--- src/rtl/arith_pipe.sv ---
// arith_pipe: add/sub/accumulate/load datapath feeding a STAGES-deep valid/ready pipeline
// Ports:
//   clk, reset          rising-edge clock, asynchronous active-high reset
//   a, b, c             operands (a for all ops, b for ADD, c is the SUB subtrahend)
//   op                  00=ADD a+b, 01=SUB a-c, 10=ACC acc+a, 11=LOAD a
//   sat                 1 saturates on carry/borrow, 0 wraps
//   in_valid/in_ready   operand handshake
//   out, out_flag       result and carry/borrow at the pipeline head
//   out_valid/out_ready result handshake
//   acc_monitor         accumulator register
//   occupancy_monitor   number of valid stages
module arith_pipe #(
    parameter int WIDTH = 8,
    parameter int STAGES = 2,
    localparam int OCC_W = $clog2(STAGES + 1)
) (
    input  logic             clk,
    input  logic             reset,
    input  logic [WIDTH-1:0] a,
    input  logic [WIDTH-1:0] b,
    input  logic [WIDTH-1:0] c,
    input  logic [1:0]       op,
    input  logic             sat,
    input  logic             in_valid,
    output logic             in_ready,
    output logic [WIDTH-1:0] out,
    output logic             out_flag,
    output logic             out_valid,
    input  logic             out_ready,
    output logic [WIDTH-1:0] acc_monitor,
    output logic [OCC_W-1:0] occupancy_monitor
);
    logic [WIDTH-1:0]  r_acc;
    logic [STAGES-1:0] r_v, r_f, w_adv;
    logic [WIDTH-1:0]  r_d [STAGES];
    logic [WIDTH:0]    w_add, w_sub, w_accsum;
    logic [WIDTH-1:0]  w_raw, w_res;
    logic              w_flag, w_accept;
    logic [OCC_W-1:0]  w_occ;

    assign w_add    = {1'b0, a} + {1'b0, b};
    assign w_sub    = {1'b0, a} - {1'b0, c};
    assign w_accsum = {1'b0, r_acc} + {1'b0, a};

    always_comb begin
        w_flag = op == 2'b00 ? w_add[WIDTH] : op == 2'b01 ? (c > a) : op == 2'b10 ? w_accsum[WIDTH] : 1'b0;
        w_raw  = op == 2'b00 ? w_add[WIDTH-1:0] : op == 2'b01 ? w_sub[WIDTH-1:0] : op == 2'b10 ? w_accsum[WIDTH-1:0] : a;
        // borrow saturates to zero, carry to all-ones; LOAD never flags
        w_res  = (sat && w_flag) ? (op == 2'b01 ? '0 : '1) : w_raw;
    end

    // stage i may advance iff the consumer takes the head or any stage at or after i is empty;
    // this is the unrolled form of adv[i] = !v[i] || adv[i+1]
    always_comb begin
        w_adv = '0;
        w_occ = '0;
        for (int i = 0; i < STAGES; i++) begin
            w_adv[i] = out_ready || ((~r_v >> i) != '0);
            w_occ    = w_occ + OCC_W'(r_v[i]);
        end
    end

    assign in_ready          = w_adv[0];
    assign w_accept          = in_valid && w_adv[0];
    assign out               = r_d[STAGES-1];
    assign out_flag          = r_f[STAGES-1];
    assign out_valid         = r_v[STAGES-1];
    assign acc_monitor       = r_acc;
    assign occupancy_monitor = w_occ;

    always_ff @(posedge clk or posedge reset) begin
        if (reset) begin
            r_acc <= '0;
            r_v   <= '0;
            r_f   <= '0;
            for (int i = 0; i < STAGES; i++) r_d[i] <= '0;
        end else begin
            // ACC and LOAD (op[1]=1) both write the final stage-1 result into acc
            if (w_accept && op[1]) r_acc <= w_res;
            if (w_adv[0]) begin
                r_v[0] <= w_accept;
                if (w_accept) begin
                    r_d[0] <= w_res;
                    r_f[0] <= w_flag;
                end
            end
            for (int i = 1; i < STAGES; i++) begin
                if (w_adv[i]) begin
                    r_v[i] <= r_v[i-1];
                    r_d[i] <= r_d[i-1];
                    r_f[i] <= r_f[i-1];
                end
            end
        end
    end
endmodule

--- config.mk ---
export PLATFORM = sky130hd
export DESIGN_NAME = arith_pipe
export DESIGN_NICKNAME = d
export VERILOG_FILES = /design/src/rtl/arith_pipe.sv
export SDC_FILE = /design/constraint.sdc
export NUM_CORES = 1
export LEC_CHECK = 0
export CAP_MARGIN = 20
export CORE_MARGIN = 1.5
export CORE_UTILIZATION = 52
export CTS_CLUSTER_DIAMETER = 60
export CTS_CLUSTER_SIZE = 10
export DETAILED_ROUTE_END_ITERATION = 8
export HOLD_SLACK_MARGIN = 0.12
export PLACE_DENSITY = 0.81
export SETUP_SLACK_MARGIN = 0.3
export SYNTH_ARGS = -nofsm -noshare
export SYNTH_HDL_FRONTEND = slang
export SYNTH_SLANG_ARGS = --single-unit
--- constraint.sdc ---
create_clock -name clk -period 3.13 [get_ports clk]
set_input_delay 0.626 -clock clk [delete_from_list [all_inputs] [get_ports clk]]
set_output_delay 0.626 -clock clk [all_outputs]
set_load 0.01 [all_outputs]
==> flow_summary.ini <==
[logic_synthesis]
synth_compound_area_share_pct = 24.9
postSynthCellCount = 273
syn-num-nets = 332
synth_xor_area_share_pct = 2.87
synth_area_per_cell_um2 = 8.94
yosysUniqueCellTypes = 60
synth_top_family_by_area = compound AO/OA/AOI/OAI gates
syn-cell-area_mm2 = 0.00244
synth.ff_latch_count = 28
synth_warnings = 0
synth_edf_count = 0
yosys.area_share.simple_pct = 15.2
synth_fa_ha_area_share_pct = 15.3
synthFlopType = dfrtp_1
synthMuxAreaShare_pct = 5.43
seq_area_frac_synth_pct = 28.7
synth_async_sr_flop_share_pct = 100

[floorplanning]
die_x_um = 71.5
dieHeight_um = 71.5
dieArea_mm2 = 0.00511
num_rows = 24
ioPinCount = 52
core_mm2 = 0.00444
initial_core_util_pct = 54.9

[critical_path]
r2r-start = acc_monitor[0]
reg2reg_to = r_d[15]
cp_slowest_cell = a211o_1
slowest_delay_ps = 320
worstPathCellList = dlygate4sd2_1, buf_4, buf_4, ha_1, nor2b_1, o31a_1, o21ai_1, a21boi_0, xor2_1, a211o_1, o2111a_1
rr_worst_depth = 10
required_ps = 3290
critical_path.most_common_cell = buf_4
crit_arrival_ps = 2940
crit_type = in2reg
crit_fanout = 3
r2r_slack_ps = 570
endpoint_kind = flop
critPathLaunchType = input port

[clocking]
path_clk_slew_ps = 80
cts_inserted_buffers = 3
clk_latency_ps = 270
cts_sinks = 28
cts_htree_levels = 1
hold_buffers = 0
cts_root_buffer = clkbuf_8
cts_tree = built
clock_path_buffers = 2

[min_path]
min_path_type = reg2reg
hold_end = r_d[8]
min_from = r_d[8]
min_path_cells = 2

[run_status]
violations = DRC
status = complete, but fails checks

[global_routing]
grtUsageTotal_pct = 26.5
grt_first_pass_wirelength_um = 10700
grt_max_degree = 29
antenna_found_initial = 0
overflow = 0
grt_pass1_vias = 2319

[drt]
drt_iter0_markers = 174
wirelength_um = 6510
wl_met3_um = 429
vias_per_cell = 5.88
met1_length_um = 2740
drtAntennaViolNets = 0
wire_per_inst_um = 16.4
drc = 2
routed-via-count = 2339
highest_layer = met4
wl_met2_um = 3020
drt_pass1_iterations = 9

[final_layout]
num_antenna_cells = 0
finalNetCount = 407
post-route-util_pct = 76.5
areaGrowthSynthToFinish_pct = 39.3
drive_gt1_share_pct = 23.1

[flow_run]
maxCapViolCount = 0

[sta]
maxSlewHeadroom_pct = 48.5
setup_viol = 0
min_period_over_period_pct = 88.8
fmax_mhz = 360
clock_skew_ps = 1.77
worstMarginPinSlew_ps = 771
period_needed_ps = 2780
rsz0062_at_grt = yes
report.final.hold_viol_count = 0
slew_viol_final = 0

[power_and_ir_drop]
power_density_mw_per_mm2 = 456
fin_total_pwr_uw = 1550
peakVddDrop_mv = 0.214
leakage_uw = 0.00148

[placed_design]
gp_congestion = 0.960
portBuffers = 51
detailed_place_hpwl_um = 4920
power by group:
group | switching, uW | total (uW) | leakage (uW) | internal (uW)
Combinational | 398 | 851 | 0.00114 | 453
Sequential | 60.2 | 512 | 0.000320 | 452
Clock | 102 | 188 | 0.0000216 | 86.4
critical path, delay by kind of cell:
kind / cells / cell delay, ps
compound gates: 5 / 1170
buf+inv: 3 / 530
fa+ha+maj: 1 / 270
xor+xnor: 1 / 190
simple gates: 1 / 140
registers in the layout, summed over array words and instances, names as in the netlist:
signal / count
r_f: 2
acc_monitor: 8
r_d: 8
out: 8
r_v: 2
cells by family after synthesis:
kind of cell,count (synthesis)
AOI/OAI and AO/OA,87
xor gates and xnor gates,8
adders and majority gates,28
buffers and inverters,39
DFF,28
muxes,12
and+or+nand+nor,71
area by class of cell:
class                   instances  area (um2)
fillers                       298        1040
flip-flops and latches         28         701
multi-input cells             207        1740
well taps                      52        65.1
inverters                      24        90.1
repair buffers                 84         766
clock buffers                   3        41.3
cell usage after synthesis (6+ instances only):
cell / count / area [um2]
a21oi_1: 12 / 60.1
o21ai_0: 18 / 90.1
nor3_1: 9 / 45.0
a31oi_1: 6 / 37.5
nand2_1: 18 / 67.6
ha_1: 25 / 313
dfrtp_1: 28 / 701
nor2_1: 14 / 52.6
nor2b_1: 6 / 37.5
mux2_2: 10 / 113
o21a_1: 6 / 45.0
o21ai_1: 6 / 30.0
inv_1: 24 / 90.1
buf_4: 8 / 60.1
a211oi_1: 6 / 45.0
routing by layer:
| layer | vias up | GRT usage, % |
|---|---|---|
| li1 | 1145 | - |
| met5 | - | 0 |
| met4 | 0 | 15.1 |
| met3 | 28 | 4.78 |
| met1 | 1065 | 32.6 |
| met2 | 101 | 43.8 |
what timing repair did:
item	4_1_cts	5_1_grt
buffers inserted	6	1
endpoints found under the setup margin	16	16
gates resized for setup	14	26
pin swaps	9	5
endpoints found under the hold margin	0	0
gates cloned	1	0
worst max-delay path by stage:
stage                     from      end  slack, ps  cells past startpoint
after floorplan           a[0]   r_d[9]        460                     11
after global placement    a[0]  r_d[15]       -150                     11
after detailed placement  a[0]  r_d[15]       -260                     10
after CTS                 b[0]  r_d[11]        290                     11
after global routing      b[0]  r_d[15]        220                     11
final                     a[1]  r_d[15]        350                     11
cell usage in the layout (no fill, tap or decap), drive strengths merged, types with 3 or more instances in the layout:
cell type      instances
clkdlybuf4s50         44
buf                   33
dfrtp                 28
ha                    25
inv                   24
o21ai                 24
nand2                 18
nor2                  14
a21oi                 13
mux2                  10
nor3                   9
nand2b                 7
a211oi                 7
o21a                   6
a31oi                  6
nor2b                  6
xnor2                  5
o31ai                  5
dlymetal6s2s           4
a21o                   4
nand3                  4
xor2                   3
clkbuf                 3
fa                     3
through the flow:
stage          hold slack [ps]  area, um2  worst slack [ps]  instances  setup TNS, ps
6_report                   487       3400               352        398              0
5_1_grt                    521       3400               221        398              0
4_1_cts                    500       3260               294        397              0
3_5_place_dp               481       3120              -258        387          -3200
3_3_place_gp               465       3120              -149        387          -1340
2_1_floorplan              445       2440               465        273              0
Note: power is estimated with default switching activity, not from simulation.
==> variant 1, RTL diff (same settings) <==
`WIDTH`: 8 -> 9.
--- a/src/rtl/arith_pipe.sv
+++ b/src/rtl/arith_pipe.sv
@@ -11,5 +11,5 @@
 //   occupancy_monitor   number of valid stages
 module arith_pipe #(
-    parameter int WIDTH = 8,
+    parameter int WIDTH = 9,
     parameter int STAGES = 2,
     localparam int OCC_W = $clog2(STAGES + 1)
Ports: changed (5 resized); port bits go from 52 to 57. No check against the original RTL was run, so the function may have changed too.
==> variant 1 against the original RTL <==
Clock skew increased by 3.0 ps. Count of clock-buffer cells in the layout increased by 4. Core utilization increased by 0.58 points. Synthesized cell count increased by 14%. Final area increased by 17%. Area after synthesis increased by 16%. Fmax increased by 0.29%. Sequential cell count increased by 3. Routed wire length increased by 15%. Total power increased by 22%. Register-to-register slack improved by 100 ps. Sequential share of layout area decreased by 1.2 points. Worst setup slack improved by 7.9 ps. Critical endpoint is now r_d[16]$_DFFE_PP0P_. Largest power group unchanged.
==> variant 1: results (changes against the original RTL) <==
worst_setup_path:
  cpPeakStageDelay_ps: 450  # +130 ps
  arrival_ps: 2990  # +50 ps
min_path:
  worstHoldStart: "r_v[0]$_DFFE_PP0N_"
finish:
  multi_input_area_um2: 2044  # +18%
  buffers: 103  # +23%
  multi_input_cells: 241  # +16%
  area_share_nonclk_buffers: 0.2313  # +0.006076
  nNonClkInverters: 20  # -17%
  clk_share: 0.02040  # +0.008256
route:
  vias_per_cell: 5.753  # -2.1%
  wl_met3_um: 401  # -6.5%
  drtIter0Drc: 163  # -6.3%
  wl_met2_um: 3813  # +26%
  num_vias: 2721  # +16%
placed_design:
  place_area_um2: 3661  # +17%
  dp.cells: 460  # +19%
  place_hpwl_um: 5586  # +13%
  place_ws_ps: -231.3  # +27.09 ps
  routabilityCongestion: 0.9083  # -5.3%
sta:
  final.setup_skew_ps: 4.742  # +2.967 ps
  holdWs_ps: 485.5  # -1.509 ps
clock_network:
  clk_pin_slew_ps: 60  # -20 ps
logic_synthesis:
  ys_types: 59  # -1.7%
  yosysSeqAreaShare: 0.2739  # -0.01318
  synth.net_count: 375  # +13%
power:
  leakage_nw: 1.825  # +23%
  netSwitchingPower_uw: 673.5  # +20%
global_routing:
  grt_pass1_wl_um: 12160  # +14%
  use_met1: 0.3049  # -0.02067
  met2_usage: 0.4540  # +0.01577
outcome:
  outcome: "finished clean"
variant 1: cell count changes after synthesis, moves of 5 or more:
cell / before / now
nand2_1: 18 / 24
nor3_1: 9 / 4
a31oi_1: 6 / 1
o21ai_1: 6 / 1
nor2_1: 14 / 25
o21a_1: 6 / 11
a21oi_1: 12 / 27
variant 1: cell families after synthesis:
group / share of synthesized area
flip-flops: 0.2739
XOR/XNOR: 0.03401
buffers and inverters: 0.07420
AND/OR/NAND/NOR: 0.1497
AO/OA/AOI/OAI: 0.2429
adder cells (fa/ha/maj): 0.1449
multiplexers: 0.08039
variant 1: worst reg2reg max path, delay by kind of cell (launching register included):
family | cells | cell delay (ps)
adder cells (fa/ha/maj) | 1 | 310
AND/OR/NAND/NOR | 2 | 180
buffers and inverters | 2 | 280
flip-flops | 1 | 430
AO/OA/AOI/OAI | 5 | 1140
==> variant 2, RTL diff (config.mk and constraints unchanged) <==
Without the edit above. Put a register stage on the output `out_flag`, cleared by the reset. The value now appears one clock later. The other outputs are not delayed to match.
--- a/src/rtl/arith_pipe.sv
+++ b/src/rtl/arith_pipe.sv
@@ -64,5 +64,11 @@
     assign w_accept          = in_valid && w_adv[0];
     assign out               = r_d[STAGES-1];
-    assign out_flag          = r_f[STAGES-1];
+    always_ff @(posedge clk or posedge reset) begin
+        if (reset) begin
+            out_flag <= '0;
+        end else begin
+            out_flag <= r_f[STAGES-1];
+        end
+    end
     assign out_valid         = r_v[STAGES-1];
     assign acc_monitor       = r_acc;
Function: changed (a bounded check fails within 4 cycles, from zero or initial values and one cycle with reset high).
==> variant 2 against the original RTL <==
Sequential power increased by 7.4%. Sequential cell count increased by 1. First-iteration DRC count decreased by 10%. Clock power rose by 55%. Highest routed layer unchanged. Routed wire length fell by 3.4%. Total power rose by 10%. Register-to-register slack gained 170 ps. Area after synthesis increased by 6.4%. Count of clock-buffer cells in the layout up 4. Final area is 1.7% lower. Worst hold slack worse by 110 ps. Die area up 6.1%. Worst setup slack better by 35 ps. Non-clock buffer count shrank 16.
==> variant 2: results (changes against the original RTL) <==
outcome:
  outcome: "finished clean"
finish:
  final_cells: 419  # +5.3%
  post_route_cells_drive_above_1_share: 0.1392  # -0.09201
global_routing:
  grt_usage: 0.2508  # -0.01411
  grt_pass1_wl_um: 10490  # -1.7%
  grt_pass1_vias: 2344  # +1.1%
sta:
  final.setup_skew_ps: 3.495  # +1.720 ps
  holdWs_ps: 376.0  # -111.1 ps
  relSlewSlack: 0.6920  # +0.2070
worst_setup_path:
  r2r_cells: 9  # -1
  rr_endpoint: "acc_monitor[6]$_DFFE_PP0P_"
  cpMaxStageDelayCell: "clkdlybuf4s50_1"
  r2r_slack_ps: 740  # +170 ps
min_path:
  min_path_cells: 0  # -2
  min_to: "out_flag$_DFF_PP0_"
  worstHoldStart: "r_f[1]$_DFFE_PP0P_"
logic_synthesis:
  synth.net_count: 350  # +5.4%
  synthCells: 291  # +6.6%
  ys_types: 54  # -10%
  synth_commonest_cells: "dfrtp_1, ha_1, a21oi_1"
  yosysSeqAreaShare: 0.2794  # -0.007649
  ys_top_cells_by_area: "dfrtp_1, ha_1, mux2_2, a21oi_1, o21ai_0"
route:
  num_vias: 2364  # +1.1%
  drtIter0Drc: 156  # -10%
  routed_wl_um: 6286  # -3.4%
clock_network:
  cts.htree.levels: 2  # +1
  clk_pin_slew_ps: 50  # -30 ps
power:
  ir_drop_mv: 0.2248  # +5.2%
  leakage_nw: 1.443  # -2.6%
placed_design:
  routabilityCongestion: 0.8967  # -6.6%
  place_area_um2: 3213  # +3.1%
-- variant 2: cell type report --
class	instances	area, um2
clock buffer	7	86.33
tap	67	83.83
multi-input combinational	225	1720
inverter	23	86.33
fill	407	1411
timing repair buffer	68	640.6
sequential	29	725.7
-- variant 2: what timing repair did --
item,4_1_cts,5_1_grt
pin swaps,0,5
gates resized for setup,1,8
setup buffers,0,1
setup endpoints to repair,5,16
gates cloned,0,1
-- variant 2: worst max-delay path by stage --
| stage | from | end | slack (ps) | cells past startpoint |
|---|---|---|---|---|
| 6_report | a[2] | acc_monitor[6]$_DFFE_PP0P_ | 390 | 8 |
| 5_1_grt | a[3] | r_d[15]$_DFFE_PP0P_ | 300 | 8 |
| 4_1_cts | a[0] | acc_monitor[6]$_DFFE_PP0P_ | 300 | 10 |
| 3_5_place_dp | a[0] | acc_monitor[6]$_DFFE_PP0P_ | -20 | 10 |
| 3_3_place_gp | a[0] | acc_monitor[6]$_DFFE_PP0P_ | 50 | 10 |
| 2_1_floorplan | a[0] | acc_monitor[6]$_DFFE_PP0P_ | 600 | 10 |
-- variant 2: logic make-up (layout without fill, tap and decap cells) --
family / after synthesis / in the layout / share of synthesized area
compound gates: 94 / 95 / 0.2457
simple gates: 73 / 73 / 0.1354
buf+inv: 38 / 98 / 0.07128
flops: 29 / 29 / 0.2794
fa+ha+maj: 28 / 28 / 0.1435
xor+xnor: 13 / 13 / 0.04383
mux: 16 / 16 / 0.08092
-- variant 2: critical path, delay by kind of cell --
family	cells	cell delay, ps
buffers and inverters	1	490
multiplexers	1	270
adder cells (fa/ha/maj)	1	340
AND/OR/NAND/NOR	1	170
AO/OA/AOI/OAI	4	1000
-- variant 2: where the power goes --
group / switching (mW) / internal, mW
registers: 0.0693 / 0.480
logic: 0.410 / 0.462
clock network: 0.119 / 0.173
total: 0.597 / 1.12
-- variant 2: layer usage --
layer	up-vias	routed length, um	global-route usage
met4	0	208	0.09259
met3	23	261	0.03155
li1	1192	-	-
met2	71	2997	0.4264
met5	-	0	0
met1	1078	2818	0.3253
